<file path="src/rtl/pwm_duty_meter.sv">
// pwm_duty_meter: measures period and high time of an asynchronous PWM input
// in clk cycles and converts the measurement to a 0..10 duty step (10% units).
// Ports:
//   clk        - system clock
//   rst        - asynchronous active-high reset
//   pwm_in     - asynchronous PWM input (synchronized internally)
//   period_cnt - last measured period in clk cycles
//   high_cnt   - last measured high time in clk cycles
//   duty_step  - floor(10*high_cnt/period_cnt), clamped to 0..10
//   valid      - one-cycle pulse when period_cnt/high_cnt/duty_step update
//   stuck      - no input edge seen for TIMEOUT cycles
//   overflow   - sticky: a period exceeded the counter range
module pwm_duty_meter #(
  parameter int unsigned CNT_W   = 8,
  parameter int unsigned TIMEOUT = 200
) (
  input  logic             clk,
  input  logic             rst,
  input  logic             pwm_in,
  output logic [CNT_W-1:0] period_cnt,
  output logic [CNT_W-1:0] high_cnt,
  output logic [3:0]       duty_step,
  output logic             valid,
  output logic             stuck,
  output logic             overflow
);

  localparam int unsigned ACC_W = CNT_W + 4;
  localparam logic [CNT_W-1:0] CNT_MAX   = '1;
  localparam logic [CNT_W-1:0] CNT_ONE   = CNT_W'(1);
  localparam logic [CNT_W-1:0] TIMEOUT_V = CNT_W'(TIMEOUT);
  localparam logic [3:0]       STEP_MAX  = 4'd10;

  typedef enum logic {M_IDLE, M_MEASURE} mstate_t;
  typedef enum logic [1:0] {D_IDLE, D_CALC, D_DONE} dstate_t;

  // Synchronizer and edge detect
  logic sync1_q, sync1_d;
  logic sync2_q, sync2_d;
  logic s_dly_q, s_dly_d;
  logic s_c, rise_c, fall_c;

  // Measurement
  mstate_t          mstate_q, mstate_d;
  logic [CNT_W-1:0] cnt_q, cnt_d;
  logic [CNT_W-1:0] hi_q, hi_d;
  logic             snap_c;

  // Timeout
  logic [CNT_W-1:0] idle_q, idle_d;
  logic             timeout_c;

  // Divider and pending snapshot
  dstate_t          dstate_q, dstate_d;
  logic [CNT_W-1:0] div_period_q, div_period_d;
  logic [CNT_W-1:0] div_high_q, div_high_d;
  logic [ACC_W-1:0] acc_q, acc_d;
  logic [3:0]       quo_q, quo_d;
  logic             pend_vld_q, pend_vld_d;
  logic [CNT_W-1:0] pend_period_q, pend_period_d;
  logic [CNT_W-1:0] pend_high_q, pend_high_d;
  logic             ld_c;
  logic [CNT_W-1:0] ld_period_c, ld_high_c;

  // Output registers
  logic [CNT_W-1:0] period_cnt_q, period_cnt_d;
  logic [CNT_W-1:0] high_cnt_q, high_cnt_d;
  logic [3:0]       duty_step_q, duty_step_d;
  logic             valid_q, valid_d;
  logic             stuck_q, stuck_d;
  logic             overflow_q, overflow_d;

  // Input synchronizer, edge detection, idle timeout and stuck flag
  always_comb begin
    sync1_d = pwm_in;
    sync2_d = sync1_q;
    s_c     = sync2_q;
    s_dly_d = s_c;
    rise_c  = s_c & ~s_dly_q;
    fall_c  = ~s_c & s_dly_q;

    // Only one timeout per stuck episode: gated by stuck_q until the next rise.
    timeout_c = !stuck_q && !rise_c && !fall_c && (idle_q == (TIMEOUT_V - CNT_ONE));

    idle_d = idle_q;
    if (rise_c || fall_c) begin
      idle_d = '0;
    end else if (idle_q != TIMEOUT_V) begin
      idle_d = idle_q + CNT_ONE;
    end

    stuck_d = stuck_q;
    if (timeout_c) begin
      stuck_d = 1'b1;
    end else if (rise_c) begin
      stuck_d = 1'b0;
    end
  end

  // Measure FSM: period counter, high-time capture, snapshot/overflow on rise
  always_comb begin
    mstate_d   = mstate_q;
    cnt_d      = cnt_q;
    hi_d       = hi_q;
    snap_c     = 1'b0;
    overflow_d = overflow_q;

    case (mstate_q)
      M_IDLE: begin
        if (rise_c) begin
          mstate_d = M_MEASURE;
          cnt_d    = CNT_ONE;
        end
      end
      M_MEASURE: begin
        if (cnt_q != CNT_MAX) begin
          cnt_d = cnt_q + CNT_ONE;
        end
        if (fall_c) begin
          hi_d = cnt_q;
        end
        if (rise_c) begin
          // A saturated counter means the period is out of range.
          if (cnt_q != CNT_MAX) begin
            snap_c = 1'b1;
          end else begin
            overflow_d = 1'b1;
          end
          cnt_d = CNT_ONE;
        end
      end
      default: mstate_d = M_IDLE;
    endcase

    if (timeout_c) begin
      mstate_d = M_IDLE;
    end
  end

  // Divider FSM (repeated subtraction), pending snapshot slot and output update
  always_comb begin
    dstate_d      = dstate_q;
    div_period_d  = div_period_q;
    div_high_d    = div_high_q;
    acc_d         = acc_q;
    quo_d         = quo_q;
    pend_vld_d    = pend_vld_q;
    pend_period_d = pend_period_q;
    pend_high_d   = pend_high_q;
    period_cnt_d  = period_cnt_q;
    high_cnt_d    = high_cnt_q;
    duty_step_d   = duty_step_q;
    valid_d       = 1'b0;
    ld_c          = 1'b0;
    ld_period_c   = cnt_q;
    ld_high_c     = hi_q;

    case (dstate_q)
      D_IDLE: begin
        if (snap_c) begin
          ld_c = 1'b1;
        end
      end
      D_CALC: begin
        // Newest snapshot overwrites any older pending one.
        if (snap_c) begin
          pend_vld_d    = 1'b1;
          pend_period_d = cnt_q;
          pend_high_d   = hi_q;
        end
        if ((acc_q >= ACC_W'(div_period_q)) && (quo_q < STEP_MAX)) begin
          acc_d = acc_q - ACC_W'(div_period_q);
          quo_d = quo_q + 4'd1;
        end else begin
          dstate_d = D_DONE;
        end
      end
      D_DONE: begin
        period_cnt_d = div_period_q;
        high_cnt_d   = div_high_q;
        duty_step_d  = quo_q;
        valid_d      = 1'b1;
        dstate_d     = D_IDLE;
        pend_vld_d   = 1'b0;
        // Restart directly from here: a same-cycle snapshot is newer than pending.
        if (snap_c) begin
          ld_c = 1'b1;
        end else if (pend_vld_q) begin
          ld_c        = 1'b1;
          ld_period_c = pend_period_q;
          ld_high_c   = pend_high_q;
        end
      end
      default: dstate_d = D_IDLE;
    endcase

    if (ld_c) begin
      dstate_d     = D_CALC;
      div_period_d = ld_period_c;
      div_high_d   = ld_high_c;
      acc_d        = (ACC_W'(ld_high_c) << 3) + (ACC_W'(ld_high_c) << 1);
      quo_d        = 4'd0;
    end

    // Timeout overrides any divider result and abandons queued work.
    if (timeout_c) begin
      dstate_d     = D_IDLE;
      pend_vld_d   = 1'b0;
      period_cnt_d = '0;
      high_cnt_d   = '0;
      duty_step_d  = s_c ? STEP_MAX : 4'd0;
      valid_d      = 1'b1;
    end
  end

  // State registers
  always_ff @(posedge clk or posedge rst) begin
    if (rst) begin
      sync1_q       <= 1'b0;
      sync2_q       <= 1'b0;
      s_dly_q       <= 1'b0;
      mstate_q      <= M_IDLE;
      cnt_q         <= '0;
      hi_q          <= '0;
      idle_q        <= '0;
      dstate_q      <= D_IDLE;
      div_period_q  <= '0;
      div_high_q    <= '0;
      acc_q         <= '0;
      quo_q         <= '0;
      pend_vld_q    <= 1'b0;
      pend_period_q <= '0;
      pend_high_q   <= '0;
      period_cnt_q  <= '0;
      high_cnt_q    <= '0;
      duty_step_q   <= '0;
      valid_q       <= 1'b0;
      stuck_q       <= 1'b0;
      overflow_q    <= 1'b0;
    end else begin
      sync1_q       <= sync1_d;
      sync2_q       <= sync2_d;
      s_dly_q       <= s_dly_d;
      mstate_q      <= mstate_d;
      cnt_q         <= cnt_d;
      hi_q          <= hi_d;
      idle_q        <= idle_d;
      dstate_q      <= dstate_d;
      div_period_q  <= div_period_d;
      div_high_q    <= div_high_d;
      acc_q         <= acc_d;
      quo_q         <= quo_d;
      pend_vld_q    <= pend_vld_d;
      pend_period_q <= pend_period_d;
      pend_high_q   <= pend_high_d;
      period_cnt_q  <= period_cnt_d;
      high_cnt_q    <= high_cnt_d;
      duty_step_q   <= duty_step_d;
      valid_q       <= valid_d;
      stuck_q       <= stuck_d;
      overflow_q    <= overflow_d;
    end
  end

  assign period_cnt = period_cnt_q;
  assign high_cnt   = high_cnt_q;
  assign duty_step  = duty_step_q;
  assign valid      = valid_q;
  assign stuck      = stuck_q;
  assign overflow   = overflow_q;

endmodule
</file>
<file path="config.mk">
export PLATFORM = sky130hd
export DESIGN_NAME = pwm_duty_meter
export DESIGN_NICKNAME = d
export VERILOG_FILES = /design/src/rtl/pwm_duty_meter.sv
export SDC_FILE = /design/constraint.sdc
export NUM_CORES = 1
export LEC_CHECK = 0
export CAP_MARGIN = 20
export CORE_UTILIZATION = 37
export CTS_CLUSTER_SIZE = 10
export DETAILED_ROUTE_END_ITERATION = 12
export GPL_ROUTABILITY_DRIVEN = 0
export GPL_TIMING_DRIVEN = 0
export PLACE_DENSITY = 0.61
export SYNTH_ARGS = -nofsm -noshare
export SYNTH_HDL_FRONTEND = slang
export SYNTH_SLANG_ARGS = --single-unit
</file>
<file path="constraint.sdc">
create_clock -name clk -period 8.4 [get_ports clk]
set_input_delay 2.1 -clock clk [delete_from_list [all_inputs] [get_ports clk]]
set_output_delay 2.1 -clock clk [all_outputs]
set_load 0.03 [all_outputs]
</file>
==> results.json, run 1 <==
{
  "outcome": "finished, final reports clean",
  "syn_avg_cell_area_um2": 10.1,
  "antenna_left": 0,
  "root_buffer": "clkbuf_16",
  "pre_cts_ws_ns": 4.39,
  "synth_nets": 543,
  "cp.required_ns": 8.60,
  "min_period_over_period_pct": 47.9,
  "synth.ff_latch_count": 102,
  "ys_seq_area_share_pct": 48.4,
  "grt_pass1_vias": 3812,
  "clock_path_buffers": 2,
  "drtIter0Drc": 233,
  "fin_util_pct": 43.8,
  "antenna_found_initial": 0,
  "tns_ns": 0,
  "synth_cell_types": 65,
  "firstDrtPassIters": 4,
  "crit_arrival_ns": 4.23,
  "synth_top_area_share_pct": 48.4,
  "fin_skew_ns": 0.00386,
  "synthArstFlopShare_pct": 100,
  "grt_usage_pct": 17.3,
  "syn_area_um2": 5280,
  "cp_max_fo": 10,
  "synthCells": 521,
  "cts.clk_slew.worst_paths_ns": 0.07,
  "grt_max_degree": 54,
  "overflow": 0,
  "synth_edf_count": 0,
  "peakVddDrop_uv": 128,
  "core_region_area_um2": 13900,
  "crit_type": "register to register",
  "cts_buffers": 9,
  "initial_core_util_pct": 38.0,
  "n_fill_cell": 1338,
  "cap_violations": 0,
  "pin_count": 26,
  "rsz0062_at_grt": "no",
  "cp-end-kind": "register",
  "crit_path_start_kind": "register",
  "finalHoldViolCount": 0,
  "die_height_um": 121,
  "rows": 43,
  "cts_sinks": 102,
  "vias_per_cell": 5.23,
  "holdCritPathClass": "register to register",
  "num-nets-final": 580,
  "p_total_mw": 2.11,
  "cts_tree": "done",
  "postCtsResizedCells": 0,
  "routed_wl_um": 11600,
  "post_cts_buffers": 0,
  "port-buffer-count": 25,
  "timing.critical_path.cells": "ha_1, and3_1, buf_2, a21o_1, buf_6, nand2_2, buf_1, mux2i_1, nor2_1, ha_1, a21oi_1, a221oi_2, a211o_1, a31o_2, a21oi_1, a21oi_1",
  "die_w_um": 121,
  "slew_violations": 0,
  "hpwl_um": 8430,
  "critical-path-max-stage-delay_ns": 0.54,
  "grt_pass1_wl_um": 19700,
  "synth.area.top_cells": "dfrtp_1 48%, mux2_2 5.1%, mux2i_1 4.4%",
  "setup_viol": 0,
  "fmax_mhz": 248,
  "cpLargestDelayFamily": "compound AO/OA/AOI/OAI gates",
  "drc": 0,
  "yosysWarnings": 0,
  "insertedDiodeCount": 0,
  "crit_buf_inv": 3,
  "synth_top_flop_cell": "dfrtp_1",
  "clock_latency_ns": 0.34,
  "cts_max_level": 3,
  "vias": 3878,
  "relSlewSlack_pct": 48.7,
  "p_leak_nw": 2.75,
  "path_common_cell": "a21oi_1",
  "cts-hold-fix-buffers": 0,
  "yosysTopAreaCell": "dfrtp_1",
  "drive_gt1_share_pct": 10.3,
  "wl_per_cell_um": 15.6,
  "fin_crit_ns": 4.03,
  "holdWs_ns": 0.353,
  "syn2layout_area_growth_pct": 15.1,
  "die_area_um2": 14700,
  "worst_slack_ns": 4.37,
  "worstMarginPinSlew_ns": 0.769,
  "power.density_nw_per_um2": 347,
  "cp_slowest_cell": "mux2i_1"
}
## worst register-to-register path: stages, from the launching register on
cell and delay, ns:
dfrtp_1 0.46, ha_1 0.24, and3_1 0.17, buf_2 0.16, a21o_1 0.20, buf_6 0.15, nand2_2 0.15, buf_1 0.39
mux2i_1 0.54, nor2_1 0.09, ha_1 0.22, a21oi_1 0.20, a221oi_2 0.10, a211o_1 0.37, a31o_2 0.26, a21oi_1 0.15
a21oi_1 0.05
## placed cells by master (no fill, tap or decap), drive strengths merged, types with 4 or more instances in the layout
master / synthesis / layout
buf: 7 / 8
ha: 18 / 18
clkdlybuf4s50: 0 / 25
clkbuf: 14 / 23
dfrtp: 102 / 102
nand4: 4 / 4
nand3: 13 / 13
nor3b: 4 / 4
xnor2: 20 / 20
mux2: 24 / 24
nor2b: 6 / 6
clkinv: 1 / 4
a21o: 7 / 7
nor3: 7 / 7
a31oi: 8 / 8
a211oi: 6 / 6
mux2i: 25 / 25
nand2: 49 / 49
nor2: 61 / 61
and2: 14 / 14
inv: 24 / 24
a21oi: 23 / 23
o21ai: 22 / 22
and3: 6 / 6
xor2: 8 / 8
## metrics by stage
stage               std cells  instance area (um^2)
finish                    742                  6070
global route              742                  6070
CTS                       742                  6070
detailed placement        727                  5780
global placement          726                  5750
floorplan                 521                  5280
## cells by family after synthesis
group           count (synthesis)  synth area share [%]
simple gates                  183                  16.7
buf+inv                        46                  3.72
mux                            49                  10.0
fa+ha+maj                      19                  4.65
xor+xnor                       28                  4.65
flops                         102                  48.4
compound gates                 94                  11.9
## registers in the layout, summed over array words and instances, names as in the netlist, 4 cells and up
| signal | count |
|---|---|
| acc_q | 12 |
| cnt_q | 8 |
| div_high_q | 8 |
| div_period_q | 8 |
| duty_step | 4 |
| hi_q | 8 |
| high_cnt | 8 |
| idle_q | 8 |
| pend_high_q | 8 |
| pend_period_q | 8 |
| period_cnt | 8 |
| quo_q | 4 |
## routing by layer
metal,vias up,global-route usage (%),share of wire [%]
li1,1889,-,-
met3,12,2.73,2.9
met5,-,0,0
met4,0,5.86,1.5
met2,66,27.9,47
met1,1911,23.5,48
## power by group
part / internal (mW) / switching (mW)
Sequential: 0.642 / 0.139
Combinational: 0.394 / 0.522
Clock: 0.229 / 0.183
## area by class of cell
type                    count  area [um^2]  share of cell area [%]
plain buffers              21          103                    1.69
clock buffers               9          225                    3.71
clock inverters             6         63.8                    1.05
inverters                  25         96.3                    1.59
multi-input cells         373         2530                    41.7
flip-flops and latches    102         2550                    42.0
well taps                 180          225                    3.71
repair buffers             26          278                    4.57
## worst paths after layout
kind | startpoint | endpoint | slack [ns] | cells after the start
max | cnt_q[0] | acc_q[11] | 4.37 | 16
min | sync1_q | s_c | 0.35 | 0
max reg2reg | cnt_q[0] | acc_q[11] | 4.37 | 16
min reg2reg | sync1_q | s_c | 0.35 | 0
max in group asynchronous | rst | cnt_q[0] | 5.53 | 3
min in group asynchronous | rst | duty_step[1] | 2.19 | 2
## cell usage after synthesis (4+ instances only)
| master | instances |
|---|---|
| a211oi_1 | 4 |
| nand3_1 | 12 |
| a31oi_1 | 8 |
| mux2_2 | 24 |
| and3_1 | 6 |
| nor3_1 | 7 |
| mux2i_1 | 23 |
| nor2b_1 | 6 |
| o21ai_0 | 21 |
| a21oi_1 | 23 |
| a21o_1 | 7 |
| nand4_1 | 4 |
| ha_1 | 18 |
| nor2_1 | 61 |
| and2_1 | 13 |
| xnor2_1 | 20 |
| clkbuf_1 | 14 |
| nor3b_1 | 4 |
| inv_1 | 24 |
| xor2_1 | 8 |
| dfrtp_1 | 102 |
| nand2_1 | 48 |
Power figures use the tool's default switching activity.
==> run 2: changes to the inputs <==
PLACE_DENSITY = 0.63   (was 0.61)
clock period = 3.5 ns   (was 8.4 ns; I/O delays follow)
==> results.json, run 2 (same netlist as run 1, synthesis figures left out) <==
{
  "die_area_um2": 14700,
  "final_common_cell": "dfrtp_1",
  "grt_max_degree": 42,
  "wl_per_cell_um": 16.0,
  "grt_usage_pct": 17.7,
  "die_w_um": 121,
  "grt_pass1_wl_um": 20200,
  "cap_violations": 0,
  "syn2layout_area_growth_pct": 18.2,
  "power.density_nw_per_um2": 831,
  "p_switching_mw": 2.09,
  "pin_count": 26,
  "cp-end-kind": "register",
  "rsz0062_at_grt": "yes",
  "antenna_left": 0,
  "drtIter0Drc": 303,
  "cts.clk_slew.worst_paths_ns": 0.07,
  "clock_path_buffers": 2,
  "regMostFlops": "acc_q",
  "cp_max_fo": 10,
  "dp_cells": 728,
  "sw_frac_of_total_pct": 40.2,
  "grt_pass1_vias": 4021,
  "num-nets-final": 590,
  "power.share.combinational_pct": 44.5,
  "cts_max_level": 3,
  "worstMarginPinSlew_ns": 0.852,
  "cts-hold-fix-buffers": 0,
  "largest_reg_flops": 12,
  "fin_util_pct": 45.0,
  "antenna_found_initial": 0,
  "fin_skew_ns": 0.00652,
  "n_fill_cell": 1282,
  "multi_input_area_um2": 2600,
  "cp.required_ns": 3.77,
  "fmax_mhz": 293,
  "cts_sinks": 102,
  "slew_violations": 0,
  "cts_tree": "done",
  "drc": 0,
  "overflow": 0,
  "setup_viol": 0,
  "core_region_area_um2": 13900,
  "clock_latency_ns": 0.35,
  "pre_cts_ws_ns": -0.531,
  "layout_common_cells": "100 x dfrtp_1, 61 x nor2_1, 48 x nand2_1",
  "crit_path_start_kind": "register",
  "die_height_um": 121,
  "layout.cells.non_filler": 753,
  "design_area_um2": 6240,
  "crit_arrival_ns": 3.68,
  "min_period_over_period_pct": 97.5,
  "p_leak_nw": 2.80,
  "vias": 4016,
  "vias_per_cell": 5.33,
  "drive_gt1_share_pct": 13.4,
  "p_seq_share_pct": 36.2,
  "worst_slack_ns": 0.0865,
  "root_buffer": "clkbuf_16",
  "holdCritPathClass": "register to register",
  "port-buffer-count": 25,
  "cts_buffers": 9,
  "routed_wl_um": 12100,
  "ff_latch_area_um2": 2550,
  "relSlewSlack_pct": 43.1,
  "outcome": "finished, final reports clean",
  "fin_crit_ns": 3.41,
  "peakVddDrop_uv": 347,
  "finalHoldViolCount": 0,
  "p_int_mw": 3.10,
  "hpwl_um": 8700,
  "dpl-instance-area_um2": 5800,
  "holdWs_ns": 0.363,
  "initial_core_util_pct": 38.0,
  "insertedDiodeCount": 0,
  "rows": 43,
  "firstDrtPassIters": 4,
  "crit_type": "register to register",
  "p_clk_share_pct": 19.3
}
## run 2: layout make-up
class / instances / area share, %
Buffer: 21 / 1.82
Sequential cell: 102 / 40.9
Clock buffer: 10 / 3.67
Tap cell: 180 / 3.61
Clock inverter: 6 / 1.00
Multi-Input combinational cell: 373 / 41.6
Inverter: 25 / 1.56
Timing Repair Buffer: 36 / 5.73
## run 2: worst paths after layout
| path | end | from | slack [ns] | cells past startpoint |
|---|---|---|---|---|
| min in group asynchronous | pend_high_q[3] | rst | 1.05 | 2 |
| hold reg to reg | s_c | sync1_q | 0.36 | 0 |
| hold / removal | s_c | sync1_q | 0.36 | 0 |
| setup / recovery | acc_q[9] | cnt_q[1] | 0.09 | 16 |
| max in group asynchronous | cnt_q[1] | rst | 1.77 | 3 |
| setup reg to reg | acc_q[9] | cnt_q[1] | 0.09 | 16 |
## run 2: critical path: stages, from the launching register on
cell	delay [ns]
dfrtp_2	0.45
ha_1	0.21
and3_1	0.17
buf_2	0.15
a21o_1	0.20
buf_6	0.17
nand2_8	0.10
mux2i_4	0.29
inv_2	0.09
xnor2_2	0.17
ha_2	0.20
a21oi_2	0.04
a221oi_2	0.26
a211o_1	0.21
a21oi_1	0.10
a311o_1	0.34
a22oi_2	0.16
## run 2: repair_timing
action,in CTS,in global routing
resized for setup,10,8
setup buffers,1,8
endpoints found under the setup margin,5,4
pin swaps,1,2
## run 2: through the flow
stage                     power (mW)  TNS, ns
after floorplan                 3.42        0
after global placement          4.01    -1.39
after detailed placement        4.09    -1.56
after CTS                       5.15        0
after global routing            5.54  -0.0763
final                           5.19        0
## run 2: power groups by stage
| stage | registers [mW] | logic, mW | clock network [mW] |
|---|---|---|---|
| 6_report | 1.88 | 2.31 | 1.00 |
| 5_1_grt | 1.92 | 2.54 | 1.07 |
| 3_3_place_gp | 1.87 | 2.14 | 0 |
| 3_5_place_dp | 1.89 | 2.20 | 0 |
| 2_1_floorplan | 1.94 | 1.48 | 0 |
| 4_1_cts | 1.88 | 2.24 | 1.03 |
## run 2: routing by layer
layer,track usage [%],part of all wire (%),wire (um)
met1,23.2,46,5540
met2,29.7,49,5870
met3,3.38,4.2,504
met4,5.17,1.4,164
met5,0,0,0
